File: src/rtl/snoop_bus_ctrl.sv
// Responder-side MESI snooping bus controller: round-robin arbitration, snoop broadcast,
// response collection and memory sequencing. Define SNOOP_BUS_C2C_EN for cache-to-cache transfer.
module snoop_bus_ctrl #(
   parameter int NCACHE  = 4,
   parameter int ADDR_W  = 32,
   parameter int MEM_LAT = 4
) (
   input  logic                     clk,
   input  logic                     reset,
   input  logic [NCACHE-1:0]        req_gets,
   input  logic [NCACHE-1:0]        req_getx,
   input  logic [NCACHE-1:0]        req_inv,
   input  logic [NCACHE-1:0]        req_putx,
   input  logic [NCACHE*ADDR_W-1:0] req_addr,
   input  logic [NCACHE-1:0]        snoop_share,
   input  logic [NCACHE-1:0]        snoop_flush,
   output logic [NCACHE-1:0]        grant,
   output logic [NCACHE-1:0]        gets_obs,
   output logic [NCACHE-1:0]        getx_obs,
   output logic [NCACHE-1:0]        inv_obs,
   output logic [ADDR_W-1:0]        bus_addr,
   output logic                     share,
   output logic [NCACHE-1:0]        done,
   output logic                     mem_rd,
   output logic                     mem_wr,
   output logic                     busy,
   output logic                     err
);

   localparam int IDX_W = $clog2(NCACHE);
   localparam int CNT_W = (MEM_LAT > 1) ? $clog2(MEM_LAT) : 1;
`ifdef SNOOP_BUS_C2C_EN
   localparam logic C2C_EN = 1'b1;
`else
   localparam logic C2C_EN = 1'b0;
`endif

   typedef enum logic [2:0] {
      S_IDLE  = 3'd0,
      S_GRANT = 3'd1,
      S_SNOOP = 3'd2,
      S_RESP  = 3'd3,
      S_MEM   = 3'd4,
      S_DONE  = 3'd5
   } state_t;

   typedef enum logic [1:0] {
      T_GETS = 2'd0,
      T_GETX = 2'd1,
      T_INV  = 2'd2,
      T_PUTX = 2'd3
   } type_t;

   state_t              r_state;
   type_t               r_type;
   logic [IDX_W-1:0]    r_req;
   logic [IDX_W-1:0]    r_rr;
   logic [CNT_W-1:0]    r_cnt;
   logic                r_share_lat;
   logic                r_flush;
   logic [NCACHE-1:0]   r_grant;
   logic [NCACHE-1:0]   r_gets_obs;
   logic [NCACHE-1:0]   r_getx_obs;
   logic [NCACHE-1:0]   r_inv_obs;
   logic [ADDR_W-1:0]   r_bus_addr;
   logic                r_share;
   logic [NCACHE-1:0]   r_done;
   logic                r_mem_rd;
   logic                r_mem_wr;
   logic                r_busy;
   logic                r_err;

   logic [NCACHE-1:0]   w_req_any;
   logic                w_found;
   logic [IDX_W-1:0]    w_pick;
   logic [IDX_W-1:0]    w_idx;
   type_t               w_type;
   logic [NCACHE-1:0]   w_pick_oh;
   logic [ADDR_W-1:0]   w_req_addr;
   logic [NCACHE-1:0]   w_share_m;
   logic [NCACHE-1:0]   w_flush_m;
   logic                w_multi_flush;

   assign w_req_any  = req_gets | req_getx | req_inv | req_putx;
   assign w_pick_oh  = {{(NCACHE-1){1'b0}}, 1'b1} << w_pick;
   assign w_req_addr = req_addr[w_pick*ADDR_W +: ADDR_W];
   assign w_share_m  = snoop_share & ~r_grant;
   assign w_flush_m  = snoop_flush & ~r_grant;
   // Clearing the lowest set bit leaves something only when two or more flushers answered.
   assign w_multi_flush = |(w_flush_m & (w_flush_m - {{(NCACHE-1){1'b0}}, 1'b1}));

   // Round-robin search: first requesting cache at or after r_rr, wrapping.
   always_comb begin
      w_found = 1'b0;
      w_pick  = '0;
      w_idx   = '0;
      for (int k = 0; k < NCACHE; k++) begin
         w_idx = IDX_W'((int'(r_rr) + k) % NCACHE);
         if (!w_found && w_req_any[w_idx]) begin
            w_found = 1'b1;
            w_pick  = w_idx;
         end else begin
            w_found = w_found;
         end
      end
   end

   // Request type of the picked cache, PutX > GetX > Inv > GetS.
   always_comb begin
      w_type = T_GETS;
      if (req_putx[w_pick]) begin
         w_type = T_PUTX;
      end else if (req_getx[w_pick]) begin
         w_type = T_GETX;
      end else if (req_inv[w_pick]) begin
         w_type = T_INV;
      end else begin
         w_type = T_GETS;
      end
   end

   // Transaction FSM; every output is registered on the edge entering its state.
   always_ff @(posedge clk or negedge reset) begin
      if (!reset) begin
         r_state     <= S_IDLE;
         r_type      <= T_GETS;
         r_req       <= '0;
         r_rr        <= '0;
         r_cnt       <= '0;
         r_share_lat <= 1'b0;
         r_flush     <= 1'b0;
         r_grant     <= '0;
         r_gets_obs  <= '0;
         r_getx_obs  <= '0;
         r_inv_obs   <= '0;
         r_bus_addr  <= '0;
         r_share     <= 1'b0;
         r_done      <= '0;
         r_mem_rd    <= 1'b0;
         r_mem_wr    <= 1'b0;
         r_busy      <= 1'b0;
         r_err       <= 1'b0;
      end else begin
         r_gets_obs <= '0;
         r_getx_obs <= '0;
         r_inv_obs  <= '0;
         r_done     <= '0;
         r_share    <= 1'b0;
         r_mem_rd   <= 1'b0;
         r_mem_wr   <= 1'b0;
         case (r_state)
            S_IDLE: begin
               if (w_found) begin
                  r_req       <= w_pick;
                  r_type      <= w_type;
                  r_bus_addr  <= w_req_addr;
                  r_grant     <= w_pick_oh;
                  r_share_lat <= 1'b0;
                  r_flush     <= 1'b0;
                  r_busy      <= 1'b1;
                  r_state     <= S_GRANT;
               end else begin
                  r_busy <= 1'b0;
               end
            end
            S_GRANT: begin
               if (r_type == T_PUTX) begin
                  r_cnt    <= '0;
                  r_mem_wr <= 1'b1;
                  r_state  <= S_MEM;
               end else begin
                  case (r_type)
                     T_GETX:  r_getx_obs <= ~r_grant;
                     T_INV:   r_inv_obs  <= ~r_grant;
                     default: r_gets_obs <= ~r_grant;
                  endcase
                  r_state <= S_SNOOP;
               end
            end
            S_SNOOP: begin
               // Snoopers answer the broadcast within the SNOOP cycle; the writeback lands in RESP.
               r_share_lat <= |w_share_m;
               r_flush     <= |w_flush_m;
               r_mem_wr    <= (r_type != T_INV) && (|w_flush_m);
               if (w_multi_flush) begin
                  r_err <= 1'b1;
               end else begin
                  r_err <= r_err;
               end
               r_state <= S_RESP;
            end
            S_RESP: begin
               if ((r_type == T_INV) || (C2C_EN && r_flush)) begin
                  r_done  <= r_grant;
                  r_share <= r_share_lat;
                  r_state <= S_DONE;
               end else begin
                  r_cnt    <= '0;
                  r_mem_rd <= 1'b1;
                  r_state  <= S_MEM;
               end
            end
            S_MEM: begin
               if (r_cnt == CNT_W'(MEM_LAT - 1)) begin
                  r_done  <= r_grant;
                  r_share <= (r_type == T_PUTX) ? 1'b0 : r_share_lat;
                  r_state <= S_DONE;
               end else begin
                  r_cnt <= r_cnt + CNT_W'(1);
               end
            end
            S_DONE: begin
               if (r_req == IDX_W'(NCACHE - 1)) begin
                  r_rr <= '0;
               end else begin
                  r_rr <= r_req + IDX_W'(1);
               end
               r_grant <= '0;
               r_busy  <= 1'b0;
               r_state <= S_IDLE;
            end
            default: begin
               r_grant <= '0;
               r_busy  <= 1'b0;
               r_state <= S_IDLE;
            end
         endcase
      end
   end

   assign grant    = r_grant;
   assign gets_obs = r_gets_obs;
   assign getx_obs = r_getx_obs;
   assign inv_obs  = r_inv_obs;
   assign bus_addr = r_bus_addr;
   assign share    = r_share;
   assign done     = r_done;
   assign mem_rd   = r_mem_rd;
   assign mem_wr   = r_mem_wr;
   assign busy     = r_busy;
   assign err      = r_err;

endmodule

File: config.mk
export PLATFORM = sky130hd
export DESIGN_NAME = snoop_bus_ctrl
export DESIGN_NICKNAME = d
export VERILOG_FILES = /design/src/rtl/snoop_bus_ctrl.sv
export SDC_FILE = /design/constraint.sdc
export NUM_CORES = 1
export LEC_CHECK = 0
export ABC_AREA = 1
export BUFFER_PORTS_ARGS = -buffer_cell sky130_fd_sc_hd__clkbuf_2
export CAP_MARGIN = 20
export CORE_MARGIN = 4
export CORE_UTILIZATION = 46
export DETAILED_ROUTE_END_ITERATION = 7
export GPL_TIMING_DRIVEN = 0
export PLACE_DENSITY = 0.92
export SETUP_SLACK_MARGIN = 0.4
export SYNTH_ARGS = -nofsm -noshare
export SYNTH_HDL_FRONTEND = slang
export SYNTH_SLANG_ARGS = --single-unit
File: constraint.sdc
create_clock -name clk -period 2.15 [get_ports clk]
set_input_delay 0.3225 -clock clk [delete_from_list [all_inputs] [get_ports clk]]
set_output_delay 0.3225 -clock clk [all_outputs]
set_load 0.05 [all_outputs]
==> impl_metrics.toml, run 1 <==
[synth]
synth_top_cell_area_share_pct = 41.82
synth_cell_types = 34
ys_ff_latch = 69
synthArstFlopShare_pct = 100.0
synth_nets = 728
yosysTopAreaCell = "dfrtp_1"
synth.top_cells.by_area = "dfrtp_1 (42%), nand2_1 (21%), nand3_1 (11%)"
syn_inst = 569
seq_area_frac_synth_pct = 41.82
synth-edff-count = 0
syn_avg_cell_area_um2 = 7.257
synth_ff_type = "dfrtp_1"
yosys_warnings = 0
synth_area_mm2 = 0.004129

[job]
drv_cap = 0

[cts]
root_buffer = "clkbuf_8"
insertion_delay_ns = 0.35
cts_made_buffers = 9
cts_tree = "done"
cts_buffer_depth = 2
cts.sinks = 69
clkTransAtPathRegs_ns = 0.10
htreeDepth = 3

[min_path]
min_path_type = "input port to flip-flop"

[global_route]
busiest_layer = "met2"
use_met3_pct = 4.398
grt_antenna_before_repair = 0
grt_pass1_vias = 4732
gr-total-overflow = 0
grtUsageTotal_pct = 26.97
grt_pass1_wl_um = 22110
gr-usage-met1_pct = 33.91
grt_max_degree = 44
grt_use_met2_pct = 47.02

[die]
start_util_pct = 47.35
dieHeight_um = 102.7
dieArea_mm2 = 0.01056
pin_count = 211
rows = 34
core_mm2 = 0.008721
die_w_um = 102.7

[drt]
drt_pass1_iterations = 7
wl_per_cell_um = 16.20
wl_um = 15100
vias = 5028
ant_nets = 0
avgViaCountPerCell = 5.395
drtIter0Drc = 336
drcViolationCount = 0

[timing]
layout_min_cycle_time_ns = 2.156
slew_viol_final = 0
skew_ns = 0.01259
max_freq_mhz = 463.9
slew_headroom_pct = 72.42
final_hold_viol_count = 0
layout_worst_path_cycle_share_pct = 100.3
worstMarginPinSlew_ns = 0.4138
rsz0062_at_grt = "yes"
setup_viol = 1
fin_setup_tns_ns = -0.005634
worst_slack_ns = -0.005634

[setup_path]
worstPathMaxFanout = 10
cp.required_ns = 2.38
ff2ff_path_depth = 16
cp-endpoint = "r_type[0]"
worstSetupPathType = "flip-flop to flip-flop"
cp-startpoint = "r_rr[0]"
critPathCaptureType = "flip-flop"
timing.rr.end = "r_type[0]"
rrSetupSlack_ns = -0.006
reg2reg_from = "r_rr[0]"
start_kind = "flip-flop"
cp.arrival_ns = 2.39

[pwr]
power.total_mw = 11.21
vdd.ir_drop.worst_mv = 0.8961
p_leak_nw = 3.408
power.density_mw_per_mm2 = 1827

[final_layout]
utilization_pct = 70.33
nFillCells = 739
area_delta_synth_final_pct = 48.55
drive_above_1_share_pct = 40.90
most-common-layout-cells = "nand2_1 (212), clkbuf_2 (210), nand3_1 (76)"
layout_commonest_cell = "nand2_1"
nets = 978
antenna_cells = 0

[status]
outcome = "finished with violations"
violations = "setup timing"

[place]
gp_congestion = 0.8805
io_buffers = 210
dp_hpwl_um = 10990
-- through the flow --
step	hold WS, ns	cells	instance area (µm²)	setup slack (ns)
6_report	0.2845	932	6133	-0.005634
5_1_grt	0.3003	932	6133	-0.1364
4_1_cts	0.2710	924	5898	0.05785
3_5_place_dp	0.3047	888	5399	-0.09986
3_3_place_gp	0.4604	887	5376	-0.07406
2_1_floorplan	0.02691	569	4190	0.3099
-- routing by layer --
layer  up-vias  share of wire, %
met5         -                 0
met4         0               2.1
met3        32               9.3
met2       281                51
met1      2334                38
li1       2381                 -
-- worst min-delay path by stage --
| stage | startpoint | to | slack, ns | cells past startpoint |
|---|---|---|---|---|
| floorplan | reset | bus_addr[0] | 0.03 | 0 |
| detailed placement | reset | r_cnt[1] | 0.30 | 1 |
| global route | req_addr[120] | bus_addr[24] | 0.30 | 5 |
| finish | req_addr[121] | bus_addr[25] | 0.28 | 5 |
| CTS | req_addr[99] | bus_addr[3] | 0.27 | 5 |
| global placement | err | err | 0.46 | 1 |
-- final cells by class --
class / instances / area [µm²] / area share [%]
flip-flops and latches: 69 / 1728 / 28.17
clock inverters: 7 / 76.32 / 1.244
multi-input cells: 436 / 2242 / 36.56
clock buffers: 9 / 123.9 / 2.020
inverters: 34 / 152.6 / 2.489
repair buffers: 239 / 1364 / 22.24
well taps: 108 / 135.1 / 2.203
plain buffers: 30 / 311.5 / 5.080
-- worst max-delay path: stages (launching register included) --
cell and delay, ns:
dfrtp_1 0.39, buf_6 0.16, inv_8 0.07, nand3_2 0.11
nand3_1 0.13, nand2_2 0.09, nand2_4 0.11, nand2_4 0.06
nand2_4 0.10, nand3_4 0.17, buf_6 0.20, nand3_1 0.08
nand2_1 0.06, nor2_1 0.13, nand2_1 0.07, nand2_1 0.06
nand2_1 0.05
-- synth_stat cells (3+ instances only) --
cell	count
o21ai_0	10
nand2_2	3
nand3_1	89
inv_2	3
dfrtp_1	69
buf_2	15
a21oi_1	3
nor2_1	40
buf_6	11
nand2_1	227
nand4_1	35
inv_1	29
ha_1	5
-- logic make-up after synthesis --
logic type,synth area share (%)
simple gates,43.48
xor+xnor,0.3940
buf+inv,8.576
compound gates,4.212
flops,41.82
fa+ha+maj,1.515
-- state kept, by name (all words and copies together), names as in the netlist --
register and count:
err 1, busy 1, grant 4, getx_obs 4, inv_obs 4, r_rr 2
r_state 3, done 4, r_req 2, r_cnt 2, mem_rd 1, bus_addr 32
r_type 2, share 1, gets_obs 4, mem_wr 1, r_share_lat 1
-- power by group --
part	total, mW	internal (mW)	switching (mW)	leakage (nW)
sequential	2.16	1.83	0.337	0.884
combinational	7.98	2.84	5.15	2.42
clock	1.06	0.463	0.597	0.103
-- repair_timing --
item | in CTS | in global routing
hold endpoints to repair | 26 | 0
pin swaps | 16 | 18
buffers inserted | 15 | 6
resized for setup | 43 | 41
gates cloned | 4 | 2
setup endpoints to repair | 42 | 45
hold buffers | 1 | 0
No activity file was read; power rests on OpenSTA's default activity.
==> run 2: changes to the inputs <==
--- a/config.mk
+++ b/config.mk
@@ -13,6 +13,7 @@
 export DETAILED_ROUTE_END_ITERATION = 7
 export GPL_TIMING_DRIVEN = 0
 export PLACE_DENSITY = 0.92
+export REMOVE_ABC_BUFFERS = 1
 export SETUP_SLACK_MARGIN = 0.4
 export SYNTH_ARGS = -nofsm -noshare
 export SYNTH_HDL_FRONTEND = slang
==> run 2 against run 1 <==
The run still ends with setup timing left. Setup slack got worse by 0.052 ns. Critical path depth is 1 lower. Largest cell class unchanged. Power increased by 6.7%. Count of clock-buffer cells in the layout rose by 1.
==> impl_metrics.toml, run 2 (same netlist as run 1, synthesis figures left out) <==
[setup_path]
worstSetupPathType = "flip-flop to flip-flop"
cp.required_ns = 2.42
start_kind = "flip-flop"
worstPathMaxFanout = 7
cp.arrival_ns = 2.47
critPathCaptureType = "flip-flop"

[cts]
cts.sinks = 69
cts_made_buffers = 9
root_buffer = "clkbuf_8"
htreeDepth = 3
hold_buffers = 0
cts_buffer_depth = 2
insertion_delay_ns = 0.33
cts_tree = "done"
clkTransAtPathRegs_ns = 0.07

[final_layout]
nFillCells = 682
antenna_cells = 0
most-common-layout-cells = "clkbuf_2 (209), nand2_1 (191), nand3_1 (78)"
utilization_pct = 72.93
largest_register_ffs = 32
nets = 978
instances_no_fill = 932
drive_above_1_share_pct = 43.20
layout_commonest_cell = "clkbuf_2"
area_delta_synth_final_pct = 54.03

[timing]
rsz0062_at_grt = "yes"
worstMarginPinSlew_ns = 0.5429
slew_headroom_pct = 63.72
fin_setup_tns_ns = -0.8970
layout_min_cycle_time_ns = 2.208
slew_viol_final = 0
final_hold_viol_count = 0
skew_ns = 0.01486
layout_worst_path_cycle_share_pct = 102.7
worst_slack_ns = -0.05783
max_freq_mhz = 452.9
setup_viol = 37

[die]
pin_count = 211
dieArea_mm2 = 0.01056
dieHeight_um = 102.7
start_util_pct = 47.35
rows = 34
core_mm2 = 0.008721
die_w_um = 102.7

[pwr]
vdd.ir_drop.worst_mv = 0.8666
internal_power_mw = 5.280
sw_frac_of_total_pct = 55.85
pwr-share-seq_pct = 18.3
power.density_mw_per_mm2 = 1880
pwr-share-clk_pct = 8.6
power_switching_mw = 6.679
p_leak_nw = 3.463
combPwrFrac_pct = 73.1

[job]
drv_cap = 0

[global_route]
gr-total-overflow = 0
grt_pass1_vias = 4863
grt_pass1_wl_um = 24010
grt_max_degree = 70
grt_antenna_before_repair = 0
grtUsageTotal_pct = 29.85

[status]
violations = "setup timing"
outcome = "finished with violations"

[drt]
vias = 5139
ant_nets = 0
wl_per_cell_um = 17.88
drcViolationCount = 0
wl_um = 16660
drtIter0Drc = 282
avgViaCountPerCell = 5.514
drt_pass1_iterations = 7

[place]
dp.cells = 859
dp_hpwl_um = 9124
io_buffers = 210
dp_slack_ns = -1.039
gp_congestion = 0.9298

[min_path]
min_path_type = "input port to async pin"
==> run 2: stage by stage <==
| stage | area (µm²) | hold WS [ns] | total power, mW |
|---|---|---|---|
| 6_report | 6360 | 0.01993 | 11.96 |
| 3_5_place_dp | 5164 | 0.3804 | 8.134 |
| 5_1_grt | 6360 | 0.02470 | 12.68 |
| 2_1_floorplan | 3908 | 0.02691 | 6.477 |
| 3_3_place_gp | 5094 | 0.4600 | 7.944 |
| 4_1_cts | 6092 | 0.01517 | 11.22 |
==> run 2: power groups by stage <==
stage	clock network [mW]	registers [mW]	logic, mW
after floorplan	0	3.50	2.98
after global placement	0	2.16	5.78
after detailed placement	0	2.17	5.97
after CTS	1.05	2.17	8.00
after global routing	1.11	2.25	9.32
final	1.03	2.19	8.74
==> run 2: worst max-delay path, stage by stage (launching register included) <==
cell and delay (ns):
dfrtp_2 0.51, xnor2_4 0.24, inv_2 0.09, nand2_2 0.08
nand2_2 0.08, nand2_4 0.09, nand2_2 0.07, nand2_4 0.11
nand3_4 0.11, buf_12 0.15, nor2_4 0.16, clkbuf_16 0.21
nand2_2 0.04, nand4_1 0.06, nand2_1 0.06, nand2_1 0.08
==> run 2: metal layers <==
metal	track usage [%]	up-vias	part of all wire, %
li1	-	2389	-
met1	38.49	2350	37
met2	49.95	345	49
met3	5.007	55	11
met4	12.15	0	3.5
met5	0	-	0
==> run 2: path summary, 6_finish.rpt <==
path	slack, ns	cells after the start	startpoint	to
min in group clk	0.28	5	req_addr[101]	bus_addr[5]
max	-0.06	15	r_rr[0]	bus_addr[30]
max reg2reg	-0.06	15	r_rr[0]	bus_addr[30]
min reg2reg	0.48	2	bus_addr[18]	bus_addr[18]
max in group asynchronous	1.84	2	reset	r_rr[0]
min	0.02	2	reset	bus_addr[11]
==> run 2: area by class of cell <==
type | count | area (µm²) | area share [%]
Sequential cell | 69 | 1729 | 27.19
Timing Repair inverter | 7 | 117.6 | 1.849
Multi-Input combinational cell | 444 | 2407 | 37.85
Timing Repair Buffer | 254 | 1614 | 25.38
Clock buffer | 10 | 127.6 | 2.007
Tap cell | 108 | 135.1 | 2.125
Clock inverter | 6 | 63.81 | 1.003
Inverter | 34 | 165.2 | 2.597
==> run 2: timing repair <==
action                     in CTS  in global routing
setup endpoints to repair      42                 45
cloned                         13                  4
resized for setup              60                 47
setup buffers                  34                  6
pin swaps                      20                 20
